`src/rtl/rv_sram_arbiter.sv`:
```
// rv_sram_arbiter: shares the SRAM driver port between instruction fetch and data.
// Define RV_SRAM_ARB_TIMEOUT_EN to abort transactions stalled for TIMEOUT_CYCLES.
module rv_sram_arbiter #(
  parameter int XLEN            = 32,
  parameter int MAX_DATA_STREAK = 4,
  parameter int TIMEOUT_CYCLES  = 255
) (
  input  logic              clk_i,
  input  logic              arstn_i,
  input  logic              instr_req_i,
  input  logic [XLEN-1:0]   instr_addr_i,
  output logic              instr_rvalid_o,
  output logic [XLEN-1:0]   instr_rdata_o,
  input  logic              data_req_i,
  input  logic              data_we_i,
  input  logic [XLEN/8-1:0] data_be_i,
  input  logic [XLEN-1:0]   data_addr_i,
  input  logic [XLEN-1:0]   data_wdata_i,
  output logic              data_rvalid_o,
  output logic [XLEN-1:0]   data_rdata_o,
  output logic              mem_req_o,
  output logic              mem_we_o,
  output logic [XLEN/8-1:0] mem_be_o,
  output logic [XLEN-1:0]   mem_addr_o,
  output logic [XLEN-1:0]   mem_wdata_o,
  input  logic              mem_rvalid_i,
  input  logic [XLEN-1:0]   mem_rdata_i,
  output logic              busy_o,
  output logic              timeout_o
);

  if (MAX_DATA_STREAK < 1 || MAX_DATA_STREAK > 15 ||
      TIMEOUT_CYCLES < 2 || TIMEOUT_CYCLES > 1023) begin : g_bad_param
    $error("rv_sram_arbiter: parameter out of range");
  end

  typedef enum logic [1:0] {
    IDLE,
    BUSY_I,
    BUSY_D
  } state_t;

  localparam logic [3:0] STREAK_MAX = 4'(MAX_DATA_STREAK);

  state_t     state;
  logic [3:0] streak;
  logic       grant_i;
  logic       grant_d;
  logic       expire;
  logic       done;
  logic       own_i;
  logic       own_d;

  assign grant_i = instr_req_i &
                   (~data_req_i | (streak == STREAK_MAX));
  assign grant_d = data_req_i & ~grant_i;

  assign own_i = (state == BUSY_I);
  assign own_d = (state == BUSY_D);
  assign done  = (own_i | own_d) & (mem_rvalid_i | expire);

`ifdef RV_SRAM_ARB_TIMEOUT_EN
  localparam logic [9:0] TO_LAST = 10'(TIMEOUT_CYCLES - 1);

  logic [9:0] tcnt;

  // A real response in the expiry cycle wins over the abort.
  assign expire = (own_i | own_d) & ~mem_rvalid_i &
                  (tcnt == TO_LAST);

  // Count BUSY cycles; IDLE holds it at zero so each grant starts fresh.
  always_ff @(posedge clk_i or negedge arstn_i) begin
    if (!arstn_i) begin
      tcnt <= '0;
    end else if (state == IDLE) begin
      tcnt <= '0;
    end else begin
      tcnt <= tcnt + 10'd1;
    end
  end

  // Sticky abort flag, cleared only by reset.
  always_ff @(posedge clk_i or negedge arstn_i) begin
    if (!arstn_i) begin
      timeout_o <= 1'b0;
    end else if (expire) begin
      timeout_o <= 1'b1;
    end
  end
`else
  assign expire    = 1'b0;
  assign timeout_o = 1'b0;
`endif

  // Responses route straight through to whichever port owns the bus.
  assign instr_rvalid_o = own_i & (mem_rvalid_i | expire);
  assign data_rvalid_o  = own_d & (mem_rvalid_i | expire);
  assign instr_rdata_o  = (own_i & mem_rvalid_i) ? mem_rdata_i : '0;
  assign data_rdata_o   = (own_d & mem_rvalid_i) ? mem_rdata_i : '0;

  // Arbitrate in IDLE, hold the latched request through BUSY.
  always_ff @(posedge clk_i or negedge arstn_i) begin
    if (!arstn_i) begin
      state       <= IDLE;
      mem_req_o   <= 1'b0;
      mem_we_o    <= 1'b0;
      mem_be_o    <= '0;
      mem_addr_o  <= '0;
      mem_wdata_o <= '0;
      busy_o      <= 1'b0;
      streak      <= '0;
    end else begin
      unique case (state)
        IDLE: begin
          unique case (1'b1)
            grant_i: begin
              state       <= BUSY_I;
              mem_req_o   <= 1'b1;
              busy_o      <= 1'b1;
              mem_we_o    <= 1'b0;
              mem_be_o    <= '1;
              mem_addr_o  <= instr_addr_i;
              mem_wdata_o <= '0;
              streak      <= '0;
            end
            grant_d: begin
              state       <= BUSY_D;
              mem_req_o   <= 1'b1;
              busy_o      <= 1'b1;
              mem_we_o    <= data_we_i;
              mem_be_o    <= data_be_i;
              mem_addr_o  <= data_addr_i;
              mem_wdata_o <= data_wdata_i;
              if (!instr_req_i) begin
                streak <= '0;
              end else if (streak != STREAK_MAX) begin
                streak <= streak + 4'd1;
              end
            end
            default: begin
              state <= IDLE;
            end
          endcase
        end
        BUSY_I, BUSY_D: begin
          if (done) begin
            state     <= IDLE;
            mem_req_o <= 1'b0;
            busy_o    <= 1'b0;
          end
        end
        default: begin
          state     <= IDLE;
          mem_req_o <= 1'b0;
          busy_o    <= 1'b0;
        end
      endcase
    end
  end

endmodule

```
`config.mk`:
```
export PLATFORM = sky130hd
export DESIGN_NAME = rv_sram_arbiter
export DESIGN_NICKNAME = d
export VERILOG_FILES = /design/src/rtl/rv_sram_arbiter.sv
export SDC_FILE = /design/constraint.sdc
export NUM_CORES = 1
export LEC_CHECK = 0
export ABC_AREA = 1
export ABC_CLOCK_PERIOD_IN_PS = 4100
export BUFFER_PORTS_ARGS = -buffer_cell sky130_fd_sc_hd__buf_2
export CAP_MARGIN = 20
export CORE_AREA = 2 2 108 110
export DETAILED_ROUTE_END_ITERATION = 6
export DIE_AREA = 0 0 110 112
export PLACE_DENSITY = 0.72
export SLEW_MARGIN = 40
export SYNTH_ARGS = -nofsm -noshare
export SYNTH_HDL_FRONTEND = slang
export SYNTH_SLANG_ARGS = --single-unit
```
`constraint.sdc`:
```
create_clock -name clk_i -period 4.1 [get_ports clk_i]
set_input_delay 0.205 -clock clk_i [delete_from_list [all_inputs] [get_ports clk_i]]
set_output_delay 0.205 -clock clk_i [all_outputs]
set_load 0.01 [all_outputs]
```
Word level (Yosys, flattened, before mapping) --
Index checks and enable logic that the tools add are counted.
Word-level totals: flip-flop bits (word level) 76, bits of input ports 138, output and inout port bits 138, word-level logic and storage cells 46
Operators by class: $add $sub $neg 1, equal/unequal tests 7, muxes and demuxes 15, bitwise logic cells 9, reduce and logical (&&, ||, !) cells 7
Operator list (number):
- $pmux 32 s2 | 2
- $mux 32 | 2
- $pmux 4 s2 | 2
- $mux 4 | 2
- $pmux 2 s2 | 2
- $and 1x1->1 | 5
- $add 4x1->4 const B | 1
- $eq 4x3->1 const B | 1
- $ne 2x2->1 const B | 2
- $ne 4x3->1 const B | 1
- $pmux 1 s2 | 2
- $reduce_and 2->1 | 2
- $reduce_or 2->1 | 2
- $ne 3x2->1 const B | 1
- $reduce_and 3->1 | 1
- $eq 2x1->1 const B | 1
- $eq 2x2->1 const B | 1
- $logic_not 2->1 | 1
- $mux 1 | 2
- $mux 2 | 1
- $not 1->1 | 2
- $or 1x1->1 | 2
- $reduce_bool 2->1 | 1

Longest topological paths before layout --
depth after elaboration 8, gate-level depth with buffers 10, gate-level depth less buffers 8

Least setup slack after synthesis --
Ideal clock, no wire load.
path kind reg-to-reg, from register streak[0], to register mem_addr_o[10], setup time 118 ps, arrival time 1314 ps, data required time 3982 ps, slack 2668 ps, cell stages (with the launch flop) 11, buffers on the path 2, clock period less this slack 1432 ps, cell sequence dfrtp_1 > inv_1 > ha_1 > nand2_1 > nor2_1 > a21oi_1 > buf_6 > buf_6 > nand2_1 > nand3_1 > nand2_1
On the way: cells in the longest elaborated chain, start to end 7, elaborated cells between the ends (all ways) 8, classes of those cells 1 x eq/ne; 1 x mux; 4 x bitwise; 2 x reduce/logical
RTL lines:
- from (decl) | line 46 | logic [3:0] streak;
- from (signal assigned) | line 137 | streak <= streak + 4'd1;
- $eq 4x3->1 * | line 55 | (~data_req_i | (streak == STREAK_MAX));
- $or 1x1->1 * | line 55
- $and 1x1->1 * | line 54 | assign grant_i = instr_req_i &
- $not 1->1 | line 56 | assign grant_d = data_req_i & ~grant_i;
- $and 1x1->1 | line 56
- $reduce_bool 2->1 (no line)
- $reduce_and 2->1 (no line)
- to (signal assigned) | line 122 | mem_addr_o <= instr_addr_i;
- to (signal assigned) | line 132 | mem_addr_o <= data_addr_i;
- to (decl) | line 24 | output logic [XLEN-1:0] mem_addr_o,
Mark *: on every way between the ends. The rest lies on a longest branch, timed or not. A chain may end at the register's enable or synchronous reset.

Worst setup path in the final report --
from register streak[0], to register mem_addr_o[18]
The elaborated chain is that of the path after synthesis.

==> results.txt <==
status: finished, final reports clean
min-delay worst type: input pin to flop
clock root buffer: clkbuf_16
clock transition at the registers of the reported paths: 60 ps
final WL: 12.7 mm
VDD IR max: 0.000264 V
Die ar.: 12300 um2
initial antenna violation count: 2
most used cell, CP: nand2_1
Synth Area in Simple Gates: 0.306
Pre-antenna DRT Iters: 4
Core Area: 11200 um2
crit path time final: 2080 ps
DRC Markers: 0
largest family of logic cells by synthesized area: simple AND/OR/NAND/NOR gates
worst path cell trace: inv_1, ha_1, nand3_2, o21bai_4, buf_16, buf_4, nand2_1, nand3_1, nand2_1
Sum Neg Setup Slack: 0 ps
worst-skew pair later-pin latency: 330 ps
layout cells sized above 1: 0.354
CP arrival: 2300 ps
Adder-Cell Fraction of Synth Area: 0.0153
RSZ-0062 raised after global routing: no
fin cells: 994
Fill cells: 1121
Port Buf Inserts: 274
Seq/Total Area, Yosys: 0.466
Final Hold Fails: 0
Post-Synthesis Cells: 590
RePlAce Congestion: 0.811
CP max-delay cell: dfrtp_1
WS Path Type: flop to flop
CTS Buf Count: 9
max_cap viols: 0
largest net degree at the start of global routing: 77
Yosys warning count: 0
DR vias: 4436
# setup viols final: 0
synth top area cells: dfrtp_1 (47%), nand2_1 (19%), inv_1 (9.8%), nor2_1 (6.9%), o21ai_0 (4.5%)
Chip Height: 112 um
worst-margin pin slew: 782 ps
Cell Area, Synth: 4080 um2
clock buffer depth: 2
wire length of the first global-routing pass: 19.4 mm
Total GRT Usage: 0.203
net count after synthesis: 733
area of the multi-input gates: 1600 um2
post-synthesis mux area share: 0
largest stage delay on the critical path: 410 ps
# clock sinks: 76
Post-Synth XOR/XNOR Area: 0.00215
effective utilization at floorplan: 0.365
GR Overflow Total: 0
hold_ws: 132 ps
Slew Viols, Final: 0
Placed Instances: 979
FF+latch area: 1900 um2
skew final: 6.26 ps
TritonCTS clock tree: done
row count: 39
Die Span X: 110 um
Ports: 276
crit-path max FO: 29
leakage: 3.78 nW
cell taking the most area after synthesis: dfrtp_1
crit share post-route: 0.507
slew margin rel.: 0.479
Final HPWL DP: 9.45 mm
Yosys cell types: 22
# Post-CTS Setup Buffers: 0
Iter 0 DRT Violations: 149
cts hold-fix bufs: 1
Resize count post-CTS: 0
Worst Path Required: 4320 ps
Synth-to-Final Area Change: 44.5%
vias in the first global route: 4093
Final #Nets: 991
vias per inst: 4.46
crit start category: flop
fmax: 0.481 GHz
ANT cells: 0
htree depth: 3
Yosys reg bits: 76
syn_area_per_cell: 6.91 um2
remaining antenna violation count: 0
Synth top area share: 0.466
DR WL/cell: 12.8 um
Synth Area in Compound Gates: 0.0620
CP Capture Type: flop
Power per Cell Area: 630 nW/um2
==> where the power goes <==
part / internal, mW / leakage, nW / total, mW / switching [mW]
registers: 1.10 / 0.946 / 1.29 / 0.190
logic: 0.577 / 2.66 / 1.52 / 0.943
clock network: 0.605 / 0.165 / 0.905 / 0.300
total: 2.28 / 3.78 / 3.71 / 1.43
==> registers in the layout (all words and copies together) (netlist names) <==
register     count
mem_addr_o      32
mem_wdata_o     32
mem_be_o         4
streak           4
state            2
busy_o           1
mem_we_o         1
==> cells in the final DEF, fill, tap and decap left out, drive strengths merged, types with 2 or more instances in the layout <==
cell	n
a21oi	5
nand2	205
nand4	2
inv	108
nand3	36
dfrtp	76
nor2	75
clkbuf	10
buf	280
ha	5
bufinv	3
o21ai	38
o22ai	3
==> worst paths after layout <==
kind | startpoint | to | slack, ps | cells past startpoint
max in group asynchronous | arstn_i | mem_addr_o[7] | 3130 | 2
min in group asynchronous | arstn_i | mem_be_o[1] | 470 | 2
hold / removal | data_wdata_i[28] | mem_wdata_o[28] | 130 | 3
hold reg to reg | mem_addr_o[28] | mem_addr_o[28] | 470 | 2
setup / recovery | streak[0] | mem_addr_o[18] | 2020 | 9
setup reg to reg | streak[0] | mem_addr_o[18] | 2020 | 9
==> cells by family after synthesis <==
group           after synthesis
xor+xnor                      1
buf+inv                     142
simple gates                318
other cells                   1
fa+ha+maj                     5
flops                        76
compound gates               47
==> worst max-delay path, delay by kind of cell (launching register included) <==
kind                     cells  cell delay, ps
AO/OA/AOI/OAI                1             410
buffers and inverters        3             600
flip-flops                   1             410
adder cells (fa/ha/maj)      1             180
AND/OR/NAND/NOR              4             340
==> stage by stage <==
| stage | setup slack (ps) | util | total power, mW | cell area (um2) |
|---|---|---|---|---|
| 6_report | 2020 | 0.528 | 3.71 | 5900 |
| 5_1_grt | 1790 | 0.528 | 4.00 | 5900 |
| 4_1_cts | 1980 | 0.528 | 3.76 | 5900 |
| 3_5_place_dp | 1990 | 0.496 | 2.83 | 5550 |
| 3_3_place_gp | 1850 | 0.491 | 2.80 | 5480 |
| 2_1_floorplan | 2670 | - | 2.16 | 4080 |
==> metal layers <==
metal	routed length, um	global-route usage
met2	6650	0.375
met4	204	0.0751
met5	10	0
met3	869	0.0404
met1	4950	0.225
==> final cells by class <==
class                   count  share of cell area
inverters                 108              0.0688
repair buffers            281               0.249
well taps                 143              0.0303
clock inverters             4              0.0168
flip-flops and latches     76               0.323
clock buffers              10              0.0405
multi-input cells         372               0.272
==> synth_stat cells <==
cell type,n
nand4_1,2
nor2_1,75
clkbuf_1,8
o21bai_4,1
buf_1,1
inv_2,1
nand3_2,1
o21ai_1,1
buf_4,2
buf_6,5
clkbuf_2,1
conb_1,1
xor2_1,1
nand2_1,205
buf_2,17
o22ai_1,3
dfrtp_1,76
o21ai_0,37
a21oi_1,5
ha_1,5
nand3_1,35
inv_1,107
Power figures use the tool's default switching activity.
